### src/rtl/seg7_pkg.sv
// seg7_pkg
// Shared constants and helpers for the 7-segment scan driver.
//   - Segment patterns are ordered {g,f,e,d,c,b,a}.
//   - Everything that reaches the display pins is active-low: a 0 lights
//     the segment / enables the anode, a 1 turns it off.
//   - idx_width(): counter width for a value range of n, never below 1 bit.
package seg7_pkg;

  localparam logic [6:0] SEG_BLANK = 7'b1111111;
  localparam logic [6:0] SEG_0     = 7'b1000000;
  localparam logic [6:0] SEG_1     = 7'b1111001;
  localparam logic [6:0] SEG_2     = 7'b0100100;
  localparam logic [6:0] SEG_3     = 7'b0110000;
  localparam logic [6:0] SEG_4     = 7'b0011001;
  localparam logic [6:0] SEG_5     = 7'b0010010;
  localparam logic [6:0] SEG_6     = 7'b0000010;
  localparam logic [6:0] SEG_7     = 7'b1111000;
  localparam logic [6:0] SEG_8     = 7'b0000000;
  localparam logic [6:0] SEG_9     = 7'b0010000;
  localparam logic [6:0] SEG_A     = 7'b0001000;
  localparam logic [6:0] SEG_B     = 7'b0000011;
  localparam logic [6:0] SEG_C     = 7'b1000110;
  localparam logic [6:0] SEG_D     = 7'b0100001;
  localparam logic [6:0] SEG_E     = 7'b0000110;
  localparam logic [6:0] SEG_F     = 7'b0001110;

  function automatic int idx_width(input int n);
    return (n <= 1) ? 1 : $clog2(n);
  endfunction

endpackage

### src/rtl/seg7_hex_decode.sv
// seg7_hex_decode
// Combinational nibble -> active-low segment pattern.
// Ports:
//   value : 4-bit digit value
//   hex   : 1 = show A..F, 0 = decimal only (A..F blank)
//   seg   : segments {g,f,e,d,c,b,a}, active-low
module seg7_hex_decode
  import seg7_pkg::*;
(
  input  logic [3:0] value,
  input  logic       hex,
  output logic [6:0] seg
);

  always_comb begin
    seg = SEG_BLANK;
    case (value)
      4'h0: seg = SEG_0;
      4'h1: seg = SEG_1;
      4'h2: seg = SEG_2;
      4'h3: seg = SEG_3;
      4'h4: seg = SEG_4;
      4'h5: seg = SEG_5;
      4'h6: seg = SEG_6;
      4'h7: seg = SEG_7;
      4'h8: seg = SEG_8;
      4'h9: seg = SEG_9;
      4'hA: seg = hex ? SEG_A : SEG_BLANK;
      4'hB: seg = hex ? SEG_B : SEG_BLANK;
      4'hC: seg = hex ? SEG_C : SEG_BLANK;
      4'hD: seg = hex ? SEG_D : SEG_BLANK;
      4'hE: seg = hex ? SEG_E : SEG_BLANK;
      4'hF: seg = hex ? SEG_F : SEG_BLANK;
      default: seg = SEG_BLANK;
    endcase
  end

endmodule

### src/rtl/seg7_scan_driver.sv
// seg7_scan_driver
// Time-multiplexed driver for a DIGITS-wide common-anode 7-segment display.
// One digit is enabled per slot of SCAN_DIV clocks; the first GUARD clocks
// of every slot keep all anodes off to avoid ghosting between digits.
// Ports:
//   clk    : system clock
//   reset  : asynchronous, active-high
//   din    : packed digits, nibble i = digit i (digit 0 rightmost)
//   dp     : decimal-point request per digit
//   load   : capture din/dp into the shadow registers
//   hex    : 1 = hex decode, 0 = decimal decode
//   lz     : 1 = suppress leading zeros
//   seg7   : segments {g,f,e,d,c,b,a}, active-low, registered
//   dp_n   : decimal point, active-low, registered
//   an     : digit enables, active-low, registered, at most one low
module seg7_scan_driver
  import seg7_pkg::*;
#(
  parameter int DIGITS   = 4,
  parameter int SCAN_DIV = 50000,
  parameter int GUARD    = 2
) (
  input  logic                  clk,
  input  logic                  reset,
  input  logic [4*DIGITS-1:0]   din,
  input  logic [DIGITS-1:0]     dp,
  input  logic                  load,
  input  logic                  hex,
  input  logic                  lz,
  output logic [6:0]            seg7,
  output logic                  dp_n,
  output logic [DIGITS-1:0]     an
);

  localparam int IW  = idx_width(DIGITS);
  localparam int PW  = idx_width(SCAN_DIV);
  localparam int PW1 = PW + 1;
  localparam logic [PW-1:0] PRESC_LAST = PW'(SCAN_DIV - 1);
  localparam logic [IW-1:0] IDX_LAST   = IW'(DIGITS - 1);
  localparam logic [PW:0]   GUARD_V    = PW1'(GUARD);

  logic [PW-1:0]       presc;
  logic [IW-1:0]       idx;
  logic [4*DIGITS-1:0] din_sh;
  logic [DIGITS-1:0]   dp_sh;

  logic [DIGITS-1:0]   lead_zero;
  logic                zero_run;
  logic [3:0]          nib_sel;
  logic                dp_sel;
  logic                sup_sel;
  logic                in_guard;
  logic [6:0]          dec_seg;
  logic [DIGITS-1:0]   an_act;

  always_ff @(posedge clk or posedge reset) begin
    if (reset) begin
      presc <= '0;
      idx   <= '0;
    end else if (presc == PRESC_LAST) begin
      presc <= '0;
      idx   <= (idx == IDX_LAST) ? '0 : idx + 1'b1;
    end else begin
      presc <= presc + 1'b1;
    end
  end

  // Whole-word capture, so the scan never sees a half-updated value.
  always_ff @(posedge clk or posedge reset) begin
    if (reset) begin
      din_sh <= '0;
      dp_sh  <= '0;
    end else if (load) begin
      din_sh <= din;
      dp_sh  <= dp;
    end
  end

  // lead_zero[i]: nibbles i..DIGITS-1 are all zero. Digit 0 never qualifies.
  always_comb begin
    lead_zero = '0;
    zero_run  = 1'b1;
    for (int i = DIGITS - 1; i >= 1; i--) begin
      zero_run     = zero_run & (din_sh[4*i +: 4] == 4'd0);
      lead_zero[i] = zero_run;
    end
  end

  always_comb begin
    nib_sel = '0;
    dp_sel  = 1'b0;
    sup_sel = 1'b0;
    for (int i = 0; i < DIGITS; i++) begin
      if (idx == IW'(i)) begin
        nib_sel = din_sh[4*i +: 4];
        dp_sel  = dp_sh[i];
        sup_sel = lead_zero[i];
      end
    end
  end

  seg7_hex_decode u_decode (
    .value (nib_sel),
    .hex   (hex),
    .seg   (dec_seg)
  );

  assign in_guard = ({1'b0, presc} < GUARD_V);
  assign an_act   = ~(DIGITS'(1) << idx);

  always_ff @(posedge clk or posedge reset) begin
    if (reset) begin
      seg7 <= SEG_BLANK;
      dp_n <= 1'b1;
      an   <= '1;
    end else if (in_guard) begin
      seg7 <= SEG_BLANK;
      dp_n <= 1'b1;
      an   <= '1;
    end else begin
      seg7 <= (lz && sup_sel) ? SEG_BLANK : dec_seg;
      dp_n <= ~dp_sel;
      an   <= an_act;
    end
  end

endmodule

### config.mk
export PLATFORM = sky130hd
export DESIGN_NAME = seg7_scan_driver
export DESIGN_NICKNAME = d
export VERILOG_FILES = /design/src/rtl/seg7_pkg.sv /design/src/rtl/seg7_hex_decode.sv /design/src/rtl/seg7_scan_driver.sv
export SDC_FILE = /design/constraint.sdc
export NUM_CORES = 1
export LEC_CHECK = 0
export ABC_AREA = 1
export BUFFER_PORTS_ARGS = -buffer_cell sky130_fd_sc_hd__buf_2
export CAP_MARGIN = 20
export CORE_ASPECT_RATIO = 0.75
export CORE_MARGIN = 3
export CORE_UTILIZATION = 52
export DETAILED_ROUTE_END_ITERATION = 12
export PLACE_DENSITY = 0.76
export REMOVE_ABC_BUFFERS = 1
export SLEW_MARGIN = 10
export SYNTH_ARGS = -nofsm -noshare
export SYNTH_HDL_FRONTEND = slang
export SYNTH_SLANG_ARGS = --single-unit
### constraint.sdc
create_clock -name clk -period 1.5 [get_ports clk]
set_clock_uncertainty 0.05 [all_clocks]
set_input_delay 0.225 -clock clk [delete_from_list [all_inputs] [get_ports clk]]
set_output_delay 0.225 -clock clk [all_outputs]
set_load 0.02 [all_outputs]
==> results.md <==
* Final Instance Count excl. Fillers at between 400 and 500
* Fillers at 346
* Total GRT Usage at between 20% and 30%
* Wire per inst at 14.74 µm
* Worst setup SP type: flip-flop
* Synth Area per Inst at 8.770 µm²
* Hold WC Path Type: input port to flip-flop
* Post-route cell area at between 3000 and 4000 µm²
* Synth cell types at 38
* CP cell instances: buf_6 > ha_4 > a21oi_2 > nand2_1 > nand2_2 > nand2_4 > nor2_2 > nand3_2 > nand2_4 > nor2_2 > nand3_1
* Die Y at between 60 and 70 µm
* Nets at about 430
* Crit Path Category: flip-flop to flip-flop
* Final wirelength at around 7 mm
* Crit Path Max Fanout at 8
* Relative slew slack at roughly three quarters
* Final hold slack at about 0.069 ns
* Pwr/cell area at roughly 760 nW/µm²
* Drt first-iter violations at 196
* Max-cap violations at 0
* Post-DP Area at roughly 3300 µm²
* Initial core utilization at 55.19%
* DR pass1 iterations at 4
* Worst setup EP type: flip-flop
* Max Slew Vio Count at 0
* Most frequent cells in the layout: 52 x nand2_1, 37 x buf_4, 36 x buf_2
* Fin crit period at approximately 1.8 ns
* Largest area contributor in the netlist: dfrtp_1
* RSZ-0062 raised after global routing: true
* Ys flop type: dfrtp_1
* Number of global-route vias before repair at roughly 2,300
* Final setup viols at 17
* Worst r2r src: idx[1]
* Leak pwr at between 1.5 and 2 nW
* Post-synthesis sequential area ratio at 45.54%
* Hold Startpoint: din[5]
* Antenna-violating nets left at 0
* Global-route wire length before repair at between 10 and 15 mm
* TritonCTS buffer count at 5
* Worst Path Required at roughly 1.7 ns
* Htree depth at 2
* Failing checks: negative setup slack
* Top Ports at 37
* HPWL after detailed placement at about 4.7 mm
* Worst VDD drop at 668.9 µV
* Critical Path AT at between 2 and 2.5 ns
* Die Area at between 6000 and 7000 µm²
* Placer Congestion at about 0.92
* Period Utilization, post-route at 121.0%
* Root buffer cell: clkbuf_8
* Yosys top cell area share at between 30% and 40%
* Async SR Flop Fraction at between 90% and 100%
* Clock transition at path regs at 0.10 ns
* Final WS setup at -0.3145 ns
* CP Buf/Inv Count at 1
* Area grow syn2layout at 34.92%
* Post-synth EDFFs at 0
* WHS Endpoint: din_sh[5]
* Inst Count DP at about 460
* Share of layout cells above drive strength 1 at ~51%
* Mapped Area at 2780 µm²
* Worst reg2reg path endpoint: seg7[5]
* Syn Inst Count at 317
* Seq cells post-synth at 50
* Die width at ~90 µm
* Core Box Area at 5037 µm²
* Seq. cell area at around 1300 µm²
* ANT cells at 0
* Total power at about 2.8 mW
* Most common cell after layout, fill and taps aside: nand2_1
* Tightest Pin Transition at 0.3689 ns
* Area taken by multi-input logic gates at ~1600 µm²
* CTS Buffer Depth at 2
* Status: finished, violations left
* Clock Sinks at 50
* Reg2Reg Depth at 11
* Max stage delay on crit path at about 0.45 ns
* GRT Residual Overflow at 0
* Yosys Warn Count at 0
* Final Hold Vio Count at 0
* Via/cell ratio at ~5.2
* Largest net degree at the start of global routing at between 50 and 60
* Crit path max-delay family: simple AND/OR/NAND/NOR gates
* CP max stage cell: dfrtp_2
* Worst R2R Setup Slack at -0.31 ns
* Fmax achieved at 551.1 MHz
* DRC at 0
* Leading post-synthesis cells by cell area: dfrtp_1 34%, dfstp_2 11%, nand2_1 7.4%
* CTS tree: built
* Initial antenna violation count at 0
* Buffers added on ports at 36
* Worst-Skew Late Latency at a little over 0.3 ns
* Rows at 22
* Hold path depth at 3
* Via count at 2,464
## tightest hold or removal path, stage by stage
cell and delay, ns:
buf_2 0.07, nand2_1 0.04, o21ai_0 0.06
## through the flow
step	setup TNS, ns	utilization, %	setup slack [ns]
after floorplan	-1.124	-	-0.1785
after global placement	-2.240	65.77	-0.3301
after detailed placement	-2.709	65.77	-0.3754
after CTS	-1.804	70.22	-0.2592
after global routing	-4.158	74.47	-0.3864
final	-2.468	74.47	-0.3145
## power by group
group	total (mW)	leakage, nW	switching, mW	internal [mW]
sequential	1.51	0.596	0.0450	1.47
combinational	0.507	1.15	0.310	0.197
clock	0.820	0.0447	0.483	0.338
## layout make-up
type                       instances  area share [%]
multi-input combinational        219           42.16
sequential                        50           33.86
timing repair buffer              79           14.44
inverter                          43           4.636
tap                               72           2.402
clock buffer                       5           1.835
clock inverter                     3          0.6671
## synthesized netlist by cell type (4+ instances only)
master   count
nand2_1     55
dfrtp_1     38
inv_1       34
nor2_1      30
nand3_1     20
nand2_2     13
o21ai_0     13
dfstp_2     12
mux2_2      11
nor3_1      10
nand4_1      9
a21oi_1      8
inv_2        8
ha_1         5
xor2_1       5
nand2_4      4
nor2_2       4
## state kept, by name (all words and copies together) (netlist names)
signal / count
dp_sh: 4
an: 4
dp_n: 1
idx: 2
din_sh: 16
seg7: 7
presc: 16
## how the worst max path moves through the flow
stage / from / end / slack (ns) / cells past startpoint
floorplan: idx[0] / seg7[2] / -0.18 / 12
global placement: idx[0] / seg7[6] / -0.33 / 13
detailed placement: idx[0] / seg7[2] / -0.38 / 12
CTS: idx[0] / seg7[2] / -0.26 / 11
global route: idx[1] / seg7[2] / -0.39 / 11
finish: idx[1] / seg7[5] / -0.31 / 11
## metal layers
metal,up-vias,routed length [µm],track usage [%]
met4,0,55,3.226
li1,1193,-,-
met5,-,0,0
met1,1174,3144,31.12
met2,89,3230,30.55
met3,8,512,3.796
## kinds of logic after synthesis
kind of cell,share of synthesized area (%)
AO/OA/AOI/OAI,7.291
adder cells (fa/ha/maj),2.250
flip-flops,45.54
multiplexers,4.455
XOR/XNOR,2.520
AND/OR/NAND/NOR,30.96
buffers and inverters,6.975
## what timing repair did
action                                 in CTS  in global routing
setup endpoints to repair                  17                 26
hold buffers                                1                  0
pin swaps                                   8                 17
endpoints found under the hold margin      38                  0
gates resized for setup                    24                 50
setup buffers                               3                  5
cloned                                      0                  1
Power figures use the tool's default switching activity.
